`config.mk`:
```
export PLATFORM = sky130hd
export DESIGN_NAME = balance_round_ctrl
export DESIGN_NICKNAME = d
export VERILOG_FILES = /design/src/rtl/balance_pkg.sv /design/src/rtl/tick_prescaler.sv /design/src/rtl/balance_round_ctrl.sv
export SDC_FILE = /design/constraint.sdc
export NUM_CORES = 1
export LEC_CHECK = 0
export ABC_AREA = 1
export BUFFER_PORTS_ARGS = -buffer_cell sky130_fd_sc_hd__buf_2
export CELL_PAD_IN_SITES_DETAIL_PLACEMENT = 2
export CELL_PAD_IN_SITES_GLOBAL_PLACEMENT = 2
export CORE_MARGIN = 10
export CORE_UTILIZATION = 33
export DETAILED_ROUTE_END_ITERATION = 7
export PLACE_DENSITY = 0.76
export SYNTH_ARGS = -nofsm -noshare
export SYNTH_HDL_FRONTEND = slang
export SYNTH_SLANG_ARGS = --single-unit
```
`constraint.sdc`:
```
create_clock -name clk -period 2.2 [get_ports clk]
set_clock_uncertainty 0.2 [all_clocks]
set_input_delay 0.22 -clock clk [delete_from_list [all_inputs] [get_ports clk]]
set_output_delay 0.22 -clock clk [all_outputs]
set_load 0.02 [all_outputs]
```
`src/rtl/balance_pkg.sv`:
```
// Shared definitions for the balance-board round sequencer.
package balance_pkg;

    localparam int SEC_W = 10;

    typedef enum logic [1:0] {
        ST_IDLE  = 2'd0,
        ST_READY = 2'd1,
        ST_RUN   = 2'd2,
        ST_DONE  = 2'd3
    } state_e;

endpackage

```
`src/rtl/tick_prescaler.sv`:
```
// Seconds prescaler for the ready countdown; counts 0..DIV-1 while enabled.
module tick_prescaler #(
    parameter int DIV = 4
) (
    input  logic clk,
    input  logic rst,
    input  logic en,
    output logic tick
);

    localparam int CW = (DIV > 1) ? $clog2(DIV) : 1;

    logic [CW-1:0] cnt_q, cnt_d;

    assign tick = en && (cnt_q == CW'(DIV - 1));

    // Disabled means held at zero, so every countdown starts from a full second.
    always_comb begin
        cnt_d = cnt_q;
        if (!en || tick) begin
            cnt_d = '0;
        end else begin
            cnt_d = cnt_q + CW'(1);
        end
    end

    always_ff @(posedge clk or posedge rst) begin
        if (rst) begin
            cnt_q <= '0;
        end else begin
            cnt_q <= cnt_d;
        end
    end

endmodule

```
`src/rtl/balance_round_ctrl.sv`:
```
// Round sequencer: ready countdown, timer start/freeze control and best-time tracking.
//   state    | meaning
//   IDLE     | waiting for go, timer held cleared
//   READY    | counting down READY_SECS seconds, a fall aborts
//   RUN      | timer running until fall or time-out
//   DONE     | timer frozen on the final value until go
module balance_round_ctrl
    import balance_pkg::*;
#(
    parameter int CLK_DIV    = 100_000_000,
    parameter int READY_SECS = 3,
    parameter int MAX_SEC    = 999
) (
    input  logic             clk,
    input  logic             rst,
    input  logic             go,
    input  logic             fall,
    input  logic             clr_best,
    input  logic [SEC_W-1:0] sec,
    output logic             timer_start,
    output logic             timer_endn,
    output logic [1:0]       state,
    output logic [1:0]       ready_cnt,
    output logic [SEC_W-1:0] best_sec,
    output logic             new_record,
    output logic             false_start
);

    state_e           state_q, state_d;
    logic [1:0]       ready_cnt_q, ready_cnt_d;
    logic [SEC_W-1:0] best_q, best_d;
    logic             new_record_q, new_record_d;
    logic             false_start_q, false_start_d;
    logic             done_first_q, done_first_d;
    logic             fall_meta_q, fall_s_q;
    logic             tick;
    logic             record;

    tick_prescaler #(
        .DIV (CLK_DIV)
    ) u_prescaler (
        .clk  (clk),
        .rst  (rst),
        .en   (state_q == ST_READY),
        .tick (tick)
    );

    always_comb begin
        state_d       = state_q;
        ready_cnt_d   = ready_cnt_q;
        false_start_d = 1'b0;
        case (state_q)
            ST_IDLE: begin
                if (go) begin
                    state_d     = ST_READY;
                    ready_cnt_d = 2'(READY_SECS);
                end
            end
            ST_READY: begin
                if (fall_s_q) begin
                    state_d       = ST_IDLE;
                    false_start_d = 1'b1;
                    ready_cnt_d   = 2'd0;
                end else if (tick) begin
                    if (ready_cnt_q > 2'd1) begin
                        ready_cnt_d = ready_cnt_q - 2'd1;
                    end else begin
                        state_d     = ST_RUN;
                        ready_cnt_d = 2'd0;
                    end
                end
            end
            ST_RUN: begin
                if (fall_s_q || (sec >= SEC_W'(MAX_SEC))) begin
                    state_d = ST_DONE;
                end
            end
            ST_DONE: begin
                if (go) begin
                    state_d = ST_IDLE;
                end
            end
            default: state_d = ST_IDLE;
        endcase
    end

    // The final time is judged once, on the first frozen cycle; a record beats a clear.
    always_comb begin
        done_first_d = (state_d == ST_DONE) && (state_q != ST_DONE);
        record       = done_first_q && (sec > best_q);
        new_record_d = record;
        best_d       = best_q;
        if (record) begin
            best_d = sec;
        end else if (clr_best) begin
            best_d = '0;
        end
    end

    always_ff @(posedge clk or posedge rst) begin
        if (rst) begin
            fall_meta_q   <= 1'b0;
            fall_s_q      <= 1'b0;
            state_q       <= ST_IDLE;
            ready_cnt_q   <= 2'd0;
            best_q        <= '0;
            new_record_q  <= 1'b0;
            false_start_q <= 1'b0;
            done_first_q  <= 1'b0;
        end else begin
            fall_meta_q   <= fall;
            fall_s_q      <= fall_meta_q;
            state_q       <= state_d;
            ready_cnt_q   <= ready_cnt_d;
            best_q        <= best_d;
            new_record_q  <= new_record_d;
            false_start_q <= false_start_d;
            done_first_q  <= done_first_d;
        end
    end

    assign timer_start = (state_q == ST_RUN) || (state_q == ST_DONE);
    assign timer_endn  = (state_q == ST_DONE);
    assign state       = state_q;
    assign ready_cnt   = ready_cnt_q;
    assign best_sec    = best_q;
    assign new_record  = new_record_q;
    assign false_start = false_start_q;

endmodule

```
# == Word-level counts from Yosys, hierarchy flattened ==
# Index checks and enable logic that the tools add are counted.
# word_totals
ff_bits,46
out_inout_bits,18
# classes
addsub,2
magnitude_cmp,3
eq_ne,8
n_mux,17
n_reduce_logical,11
# op_table
operator,n
adder 27 x 1 -> 27 bit (second input constant),1
equality test 27 bit (second input constant),1
2-to-1 mux 27 bit,1
2-to-1 mux 10 bit,2
2-to-1 mux 2 bit,10
greater-or-equal comparator 10 bit (second input constant),1
greater-than comparator 10 bit,1
one-hot mux 2 bit (4 select lines),1
equality test 2 bit (second input constant),3
inequality test 2 bit (second input constant),2
one-hot mux 2 bit (2 select lines),1
nonzero test 2 bit,2
logical AND 1 bit,3
logical OR 1 bit,3
inequality test 3 bit (second input constant),1
AND reduction 3 bit,1
equality test 2 x 1 -> 1 bit (second input constant),1
greater-than comparator 2 x 1 -> 1 bit (second input constant),1
logical NOT 2 bit,1
2-to-1 mux 1 bit,2
subtractor 2 x 1 -> 2 bit (second input constant),1
logical NOT 1 bit,1

# == Depth between registers and ports, before layout ==
# Gate-level depths: netlist of the first run.
# logic_depth
depth_word,7
mapped_depth,11
ltp_nobuf,11

# == Hierarchy ==
# From an unflattened synthesis of the first run, not the netlist that was laid out.
# hier_totals
cells_unflattened,374
area_unflattened_um2,2722.6
# modules_own_cells
mod,n_inst,cells_each,area_each_um2,seq_area_each_um2
tick_prescaler,1,232,1602.8,675.6
balance_round_ctrl,1,142,1119.8,475.5

# == Worst setup path after synthesis of the first run ==
# No wires, ideal clock.
# synth_path
path_type,reg2reg
start,"reg best_q[9], in the netlist best_sec[9]"
end,"reg best_q[1], in the netlist best_sec[1]"
setup_time_ns,0.119
t_arrival_ns,1.529
path_slack_ns,0.352
stages_incl_launch_ff,11
n_path_buf,1
period_less_slack_ns,1.848
path_cell_list,dfrtp_1 > inv_1 > ha_1 > nand2_1 > nor2_1 > o211ai_1 > nand3_1 > nand2_1 > buf_2 > nand3_1 > nand2_1
# synth_between
elab_chain_cells,3
word_cells_on_any_way,4
classes_between,order compare: 1; mux: 1; reduce/logical: 2
# synth_rtl
element,line_no,source
from (decl),balance_round_ctrl.sv:31,"logic [SEC_W-1:0] best_q, best_d;"
from (signal assigned),balance_round_ctrl.sv:115,best_q <= best_d;
greater-than comparator 10 bit *,balance_round_ctrl.sv:90,record = done_first_q && (sec > best_q);
logical AND 1 bit *,balance_round_ctrl.sv:90,
2-to-1 mux 10 bit or nonzero test 2 bit (tied branches),--,
# Every way passes the cells marked *; elsewhere a longest branch is shown, timed or not.
# A chain may end at the register's enable or synchronous reset.

# == Final worst setup path of the first run ==
# layout_path
start,in sec[5]
end,"reg best_q[4], in the netlist best_sec[4]"
# layout_between
elab_chain_cells,3
word_cells_on_any_way,4
classes_between,order compare: 1; mux: 1; reduce/logical: 2
# layout_rtl
element,line_no,source
from (decl),balance_round_ctrl.sv:19,"input logic [SEC_W-1:0] sec,"
greater-than comparator 10 bit *,balance_round_ctrl.sv:90,
logical AND 1 bit *,balance_round_ctrl.sv:90,
2-to-1 mux 10 bit or nonzero test 2 bit (tied branches),--,
# Marks and branches as above.

==> impl_results.md, run 1 <==
- CTS Buffer Depth: 2
- Max Fanout on Critical Path: 10
- Number of different library cells in the post-synthesis netlist: 31
- RSZ-0062 raised after global routing: no
- Final Max Slew Viols: 0
- R2R Path End: best_sec[6]
- Total CTS buffers: 5
- Synth async-reset ratio: 1.00
- Grt ovf: 0
- CTS tree: built
- Final Cell Area: 0.00318 mm2
- Placed cells: 499
- Initial Utilization: 0.344
- Post-Route WL: 8770 um
- Htree depth: 2
- Iter 0 DRT Violations: 87
- Critical path arrival: about 2.0 ns
- Fin crit share: 0.921
- Vias in the first global route: 2901
- Most instantiated cells after synthesis: nand2_1 (80), nor2_1 (69), inv_1 (50)
- Number of flops mapped to enable cells by yosys: 0
- ANT cells: 0
- Worst skew pair latency: 0.31 ns
- Chip Height: 110 um
- Area contributors post-synth: dfrtp_1 (43%), nand2_1 (11%), nor2_1 (9.7%)
- WS Path Type: primary input to flop
- Die area: about 0.012 mm2
- Worst Setup End Kind: flop
- Status: finished, final reports clean
- DR vias/cell: 5.02
- Setup TNS: 0 ns
- Area delta synth->final: 18.5%
- Ys flop type: dfrtp_1
- Pwr Density: 794 mW/mm2
- Worst-Margin Slew: 0.486 ns
- First-pass GRT wire length: between 10000 and 15000 um
- Layout Nets: 439
- Clock Pin Slew Worst Setup and Hold Paths: 0.09 ns
- R2R depth: 9
- Detailed placer's ending HPWL: 6680 um
- Hold crit path type: primary input to flop
- Yosys warns: 0
- GPL Wtd Cong: 0.755
- Finished Layout Cells: 516
- Final WS setup: roughly 0.17 ns
- Critical path launch point type: primary input
- Share of the synthesized area in the top cell type: 0.429
- Drt drc: 0
- Worst EP required: roughly 2.2 ns
- Avg Cell Area, Syn: 7.35 um2
- Syn nets: 391
- Die Width: 110 um
- Fillers: ~960
- Std-Cell Core Area: 0.00781 mm2
- Setup crit start: sec[5]
- MaxCap Viol Count: 0
- Initial antenna violation count: 0
- DR WL/cell: 17.0 um
- Biggest area consumer among synthesized cells: dfrtp_1
- DRT antenna net count: 0
- Vias: 2589
- Worst setup path end: best_sec[4]
- Hold Fails Final Rpt: 0
- Syn Std Cell Area: about 0.0027 mm2
- Worst r2r src: best_sec[9]
- Share of cells above drive strength 1: 0.147
- Min Tclk post-route: 2.03 ns
- # rows: 32
- GRT Util Overall: 0.154
- Pre-CTS WS: 0.116 ns
- Root Buffer: clkbuf_8
- Io pins: 33
- Buffers on Ports: 32
- Final Setup Violations: 0
- Clk sink count: 46
- Count leader, synth: nand2_1
- Post-CTS setup buffers: 0
- Area post-placement: around 0.0030 mm2
- Worst VDD drop: 0.000244 V
- Drt first pass iters: 4
- Sequential area share after synthesis: 0.429
- Lkg Pwr: 1.52 nW
- Rel. slew slack: 0.676
- Largest net degree at the start of global routing: 22
- FF+latch count, synth: 46
- Syn Inst Count: about 370
- FMAX: 494 MHz
- Worst reg2reg setup slack: 0.22 ns
critical path, stage by stage:
cell and delay [ns]:
dlygate4sd3_1 0.54, buf_2 0.15, ha_1 0.30, nand2_1 0.08
nor2_2 0.13, nand4_1 0.10, nand2_1 0.08, inv_1 0.08
buf_4 0.19, nand3_1 0.09, nand2_1 0.06
registers in the layout, summed over array words and instances (netlist names):
name               flops
u_prescaler.cnt_q     27
best_sec              10
ready_cnt              2
state                  2
done_first_q           1
fall_meta_q            1
fall_s_q               1
false_start            1
new_record             1
final cells by class:
cell class | count | area, um2 | share of cell area
inverter | 51 | 191 | 0.0602
sequential | 46 | 1150 | 0.362
clock inverter | 2 | 12.5 | 0.00394
clock buffer | 6 | 82.6 | 0.0260
timing repair buffer | 47 | 295 | 0.0929
tap | 102 | 128 | 0.0402
multi-input combinational | 262 | 1320 | 0.415
cell families after synthesis:
| logic type | after synthesis | synth area share |
|---|---|---|
| xor+xnor | 8 | 0.0261 |
| compound gates | 23 | 0.0485 |
| flops | 46 | 0.429 |
| fa+ha+maj | 11 | 0.0513 |
| simple gates | 220 | 0.361 |
| buf+inv | 57 | 0.0835 |
worst min path at each step:
stage                              end  cells past startpoint  slack, ns   start
final                         state[0]                      3      0.002      go
after global routing       best_sec[2]                      3       0.02  sec[2]
after CTS                     state[0]                      3     0.0002      go
after detailed placement   best_sec[8]                      2       0.08     rst
after global placement    done_first_q                      2       0.07     rst
after floorplan            fall_meta_q                      0       0.05    fall
where the power goes:
group          leakage, nW  internal [mW]  switching, mW  total, mW
sequential           0.624          0.952         0.0992       1.05
combinational        0.849          0.291          0.605      0.896
clock               0.0472          0.254          0.321      0.575
cell usage in the layout (no fill, tap or decap), drive strengths merged, types with 2 or more instances in the layout:
master / netlist / routed
o21ai: 8 / 8
nand3: 40 / 40
a211oi: 2 / 2
nand4: 5 / 5
dlygate4sd3: 0 / 9
xor2: 6 / 6
a21oi: 9 / 9
inv: 50 / 50
ha: 11 / 11
clkinv: 1 / 2
nor3: 10 / 10
xnor2: 2 / 2
buf: 4 / 38
dfrtp: 46 / 46
nor3b: 3 / 3
nor2: 76 / 76
nand2: 83 / 83
clkbuf: 2 / 6
routing by layer:
layer / vias up / part of all wire / wire (um) / GRT usage
met4: 0 / 0.019 / 166 / 0.0459
met3: 14 / 0.036 / 317 / 0.0273
met5: - / 0 / 0 / 0
met1: 1292 / 0.43 / 3760 / 0.188
met2: 36 / 0.52 / 4520 / 0.269
li1: 1247 / - / - / -
metrics by stage:
step,hold slack (ns),power [mW],utilization
floorplan,0.0514,1.62,-
global placement,0.0658,1.92,0.382
detailed placement,0.0798,1.95,0.382
CTS,0.000225,2.54,0.406
global route,0.0161,2.71,0.407
finish,0.00212,2.52,0.407
repair_timing:
item	4_1_cts	5_1_grt
endpoints found under the hold margin	26	0
endpoints found under the setup margin	0	11
hold buffers	9	0
gates resized for setup	0	3
No activity file was read; power rests on OpenSTA's default activity.
==> run 2: changes to the inputs <==
Settings changed: CORE_MARGIN 10 to 2, PLACE_DENSITY 0.76 to 0.89.
==> run 2 against run 1 <==
Effect of this change:
- power is 12% higher
- sequential power hardly changed
- critical path depth stayed put
- non-clock buffer count is 3 higher
- critical path type unchanged
- largest cell class unchanged
- first-iteration DRC count is 120% higher
- clock-buffer cell count is 1 higher
- largest power group is now combinational cells
- final cell count is 0.78% higher
- the run now ends with negative setup slack left
- sequential share of layout area is 1.5 points lower
==> impl_results.md, run 2 (synthesis results as in run 1) <==
- Final Max Slew Viols: 0 (unchanged)
- Max reg flops: 27 (unchanged)
- Worst EP required: 2.18 ns (-0.02 ns)
- Buffers on Ports: 32 (unchanged)
- Top reg by flops: u_prescaler.cnt_q
- Root Buffer: clkbuf_8
- Critical path arrival: 2.26 ns (+0.24 ns)
- Critical path launch point type: primary input
- CP Cell Sequence: dlygate4sd3_1 -> buf_2 -> ha_4 -> nand2_1 -> nor2_4 -> nand4_1 -> nand2_1 -> inv_1 -> buf_4 -> nand3_1 -> nand2_1
- Worst-Margin Slew: 0.506 ns (+0.0202 ns)
- Status: finished with violations
- FF+latch area: 0.00115 mm2 (unchanged)
- Die area: 0.00887 mm2 (-27%)
- # rows: 32 (unchanged)
- Vias in the first global route: 3208 (+11%)
- Most frequent cells in the layout: nand2_1 (76), nor2_1 (65), inv_1 (49)
- ANT cells: 0 (unchanged)
- DR WL/cell: 24.8 um (+46%)
- First-pass GRT wire length: 18500 um (+24%)
- Detailed placer's ending HPWL: 6580 um (-1.5%)
- Worst reg2reg setup slack: 0.04 ns (-0.18 ns)
- Pre-CTS WS: 0.114 ns (-0.00236 ns)
- Pwr Density: 853 mW/mm2 (+7.5%)
- Io pins: 33 (unchanged)
- Post-Route WL: 12900 um (+47%)
- Worst VDD drop: 0.000236 V (-3.5%)
- Area of the multi-input gates: 0.00141 mm2 (+7.0%)
- Htree depth: 2 (unchanged)
- Largest net degree at the start of global routing: 28 (+27%)
- Grt ovf: 0 (unchanged)
- Share of cells above drive strength 1: 0.184 (+0.0369)
- Worst Setup End Kind: flop
- Iter 0 DRT Violations: 190 (+120%)
- Rel. slew slack: 0.662 (-0.0135)
- DRT antenna net count: 0 (unchanged)
- Clk sink count: 46 (unchanged)
- Worst skew pair latency: 0.32 ns (about the same)
- Max Fanout on Critical Path: 10 (unchanged)
- Final Setup Violations: 8 (+8)
- Min Tclk post-route: 2.27 ns (+0.247 ns)
- Drt drc: 0 (unchanged)
- GPL Wtd Cong: 0.809 (+7.2%)
- CTS Buffer Depth: 2 (unchanged)
- Std-Cell Core Area: 0.00781 mm2 (unchanged)
- GRT Util Overall: 0.284 (+0.131)
- Area post-placement: 0.00300 mm2 (+0.42%)
- Final WS setup: -0.0720 ns (-0.247 ns)
- Clock Pin Slew Worst Setup and Hold Paths: 0.09 ns (about the same)
- CP dominant cell by count: nand2_1
- Initial Utilization: 0.344 (unchanged)
- Final Cell Area: 0.00331 mm2 (+4.3%)
- Vias: 2902 (+12%)
- Chip Height: 94.2 um (-15%)
- Fin crit share: 1.03 (+0.112)
- WS Path Type: primary input to flop
- DR vias/cell: 5.58 (+11%)
- FMAX: 440 MHz (-11%)
- Initial antenna violation count: 0 (unchanged)
- Most common cell after layout, fill and taps aside: nand2_1
- Area delta synth->final: 23.5%
- Hold crit path type: primary input to flop
- Hold Fails Final Rpt: 0 (unchanged)
- Drt first pass iters: 4 (unchanged)
- Max stage delay on crit path: 0.55 ns (about the same)
- Critical-path top delay cell: dlygate4sd3_1
- MaxCap Viol Count: 0 (unchanged)
- Pwr Total: 2.83 mW (+12%)
- Failing checks: negative setup slack
- Hold slack: 0.0524 ns (+0.0503 ns)
- Lkg Pwr: 1.56 nW (+2.6%)
- Fillers: 890 (-7.2%)
- Die Width: 94.2 um (-15%)
- Total CTS buffers: 5 (unchanged)
- Layout Nets: 443 (+0.91%)
- CTS tree: built
## run 2: path summary, 6_finish.rpt
kind	start	cells after the start	end
max	sec[3]	11	best_sec[0]
max reg2reg	best_sec[9]	10	best_sec[0]
min	sec[8]	3	best_sec[8]
max in group asynchronous	rst	4	u_prescaler.cnt_q[11]
min reg2reg	fall_meta_q	0	fall_s_q
min in group asynchronous	rst	3	state[1]
## run 2: timing repair
item	CTS	global route
pin swaps	0	5
cloned	0	2
setup buffers	0	2
gates resized for setup	1	25
setup endpoints to repair	10	14
endpoints found under the hold margin	28	0
hold buffers	10	0
## run 2: critical path, delay by kind of cell
family	cells	cell delay, ns
AND/OR/NAND/NOR	6	0.70
adder cells (fa/ha/maj)	1	0.30
buffers and inverters	4	1.04
## run 2: report_power, final
| group | switching [mW] | total, mW | internal [mW] | leakage (nW) |
|---|---|---|---|---|
| registers | 0.122 | 1.07 | 0.952 | 0.624 |
| clock network | 0.332 | 0.588 | 0.255 | 0.0482 |
| logic | 0.807 | 1.16 | 0.357 | 0.887 |
| total | 1.26 | 2.83 | 1.56 | 1.56 |
## run 2: routing by layer
metal / up-vias / GRT usage / share of wire
met3: 43 / 0.0474 / 0.053
met2: 128 / 0.504 / 0.50
met5: - / 0 / 0
li1: 1257 / - / -
met1: 1474 / 0.348 / 0.41
met4: 0 / 0.0954 / 0.037
## run 2: per-stage QoR
stage	instances	TNS [ns]	utilization
after detailed placement	499	0	0.384
after global placement	499	0	0.384
after CTS	517	0	0.408
final	520	-0.239	0.424
after floorplan	365	0	-
after global routing	520	-0.736	0.424
## run 2: layout make-up
class / instances / area share
inverter: 51 / 0.0578
tap: 102 / 0.0385
clock inverter: 1 / 0.00151
clock buffer: 7 / 0.0261
sequential: 46 / 0.347
timing repair buffer: 50 / 0.103
multi-input combinational: 263 / 0.426
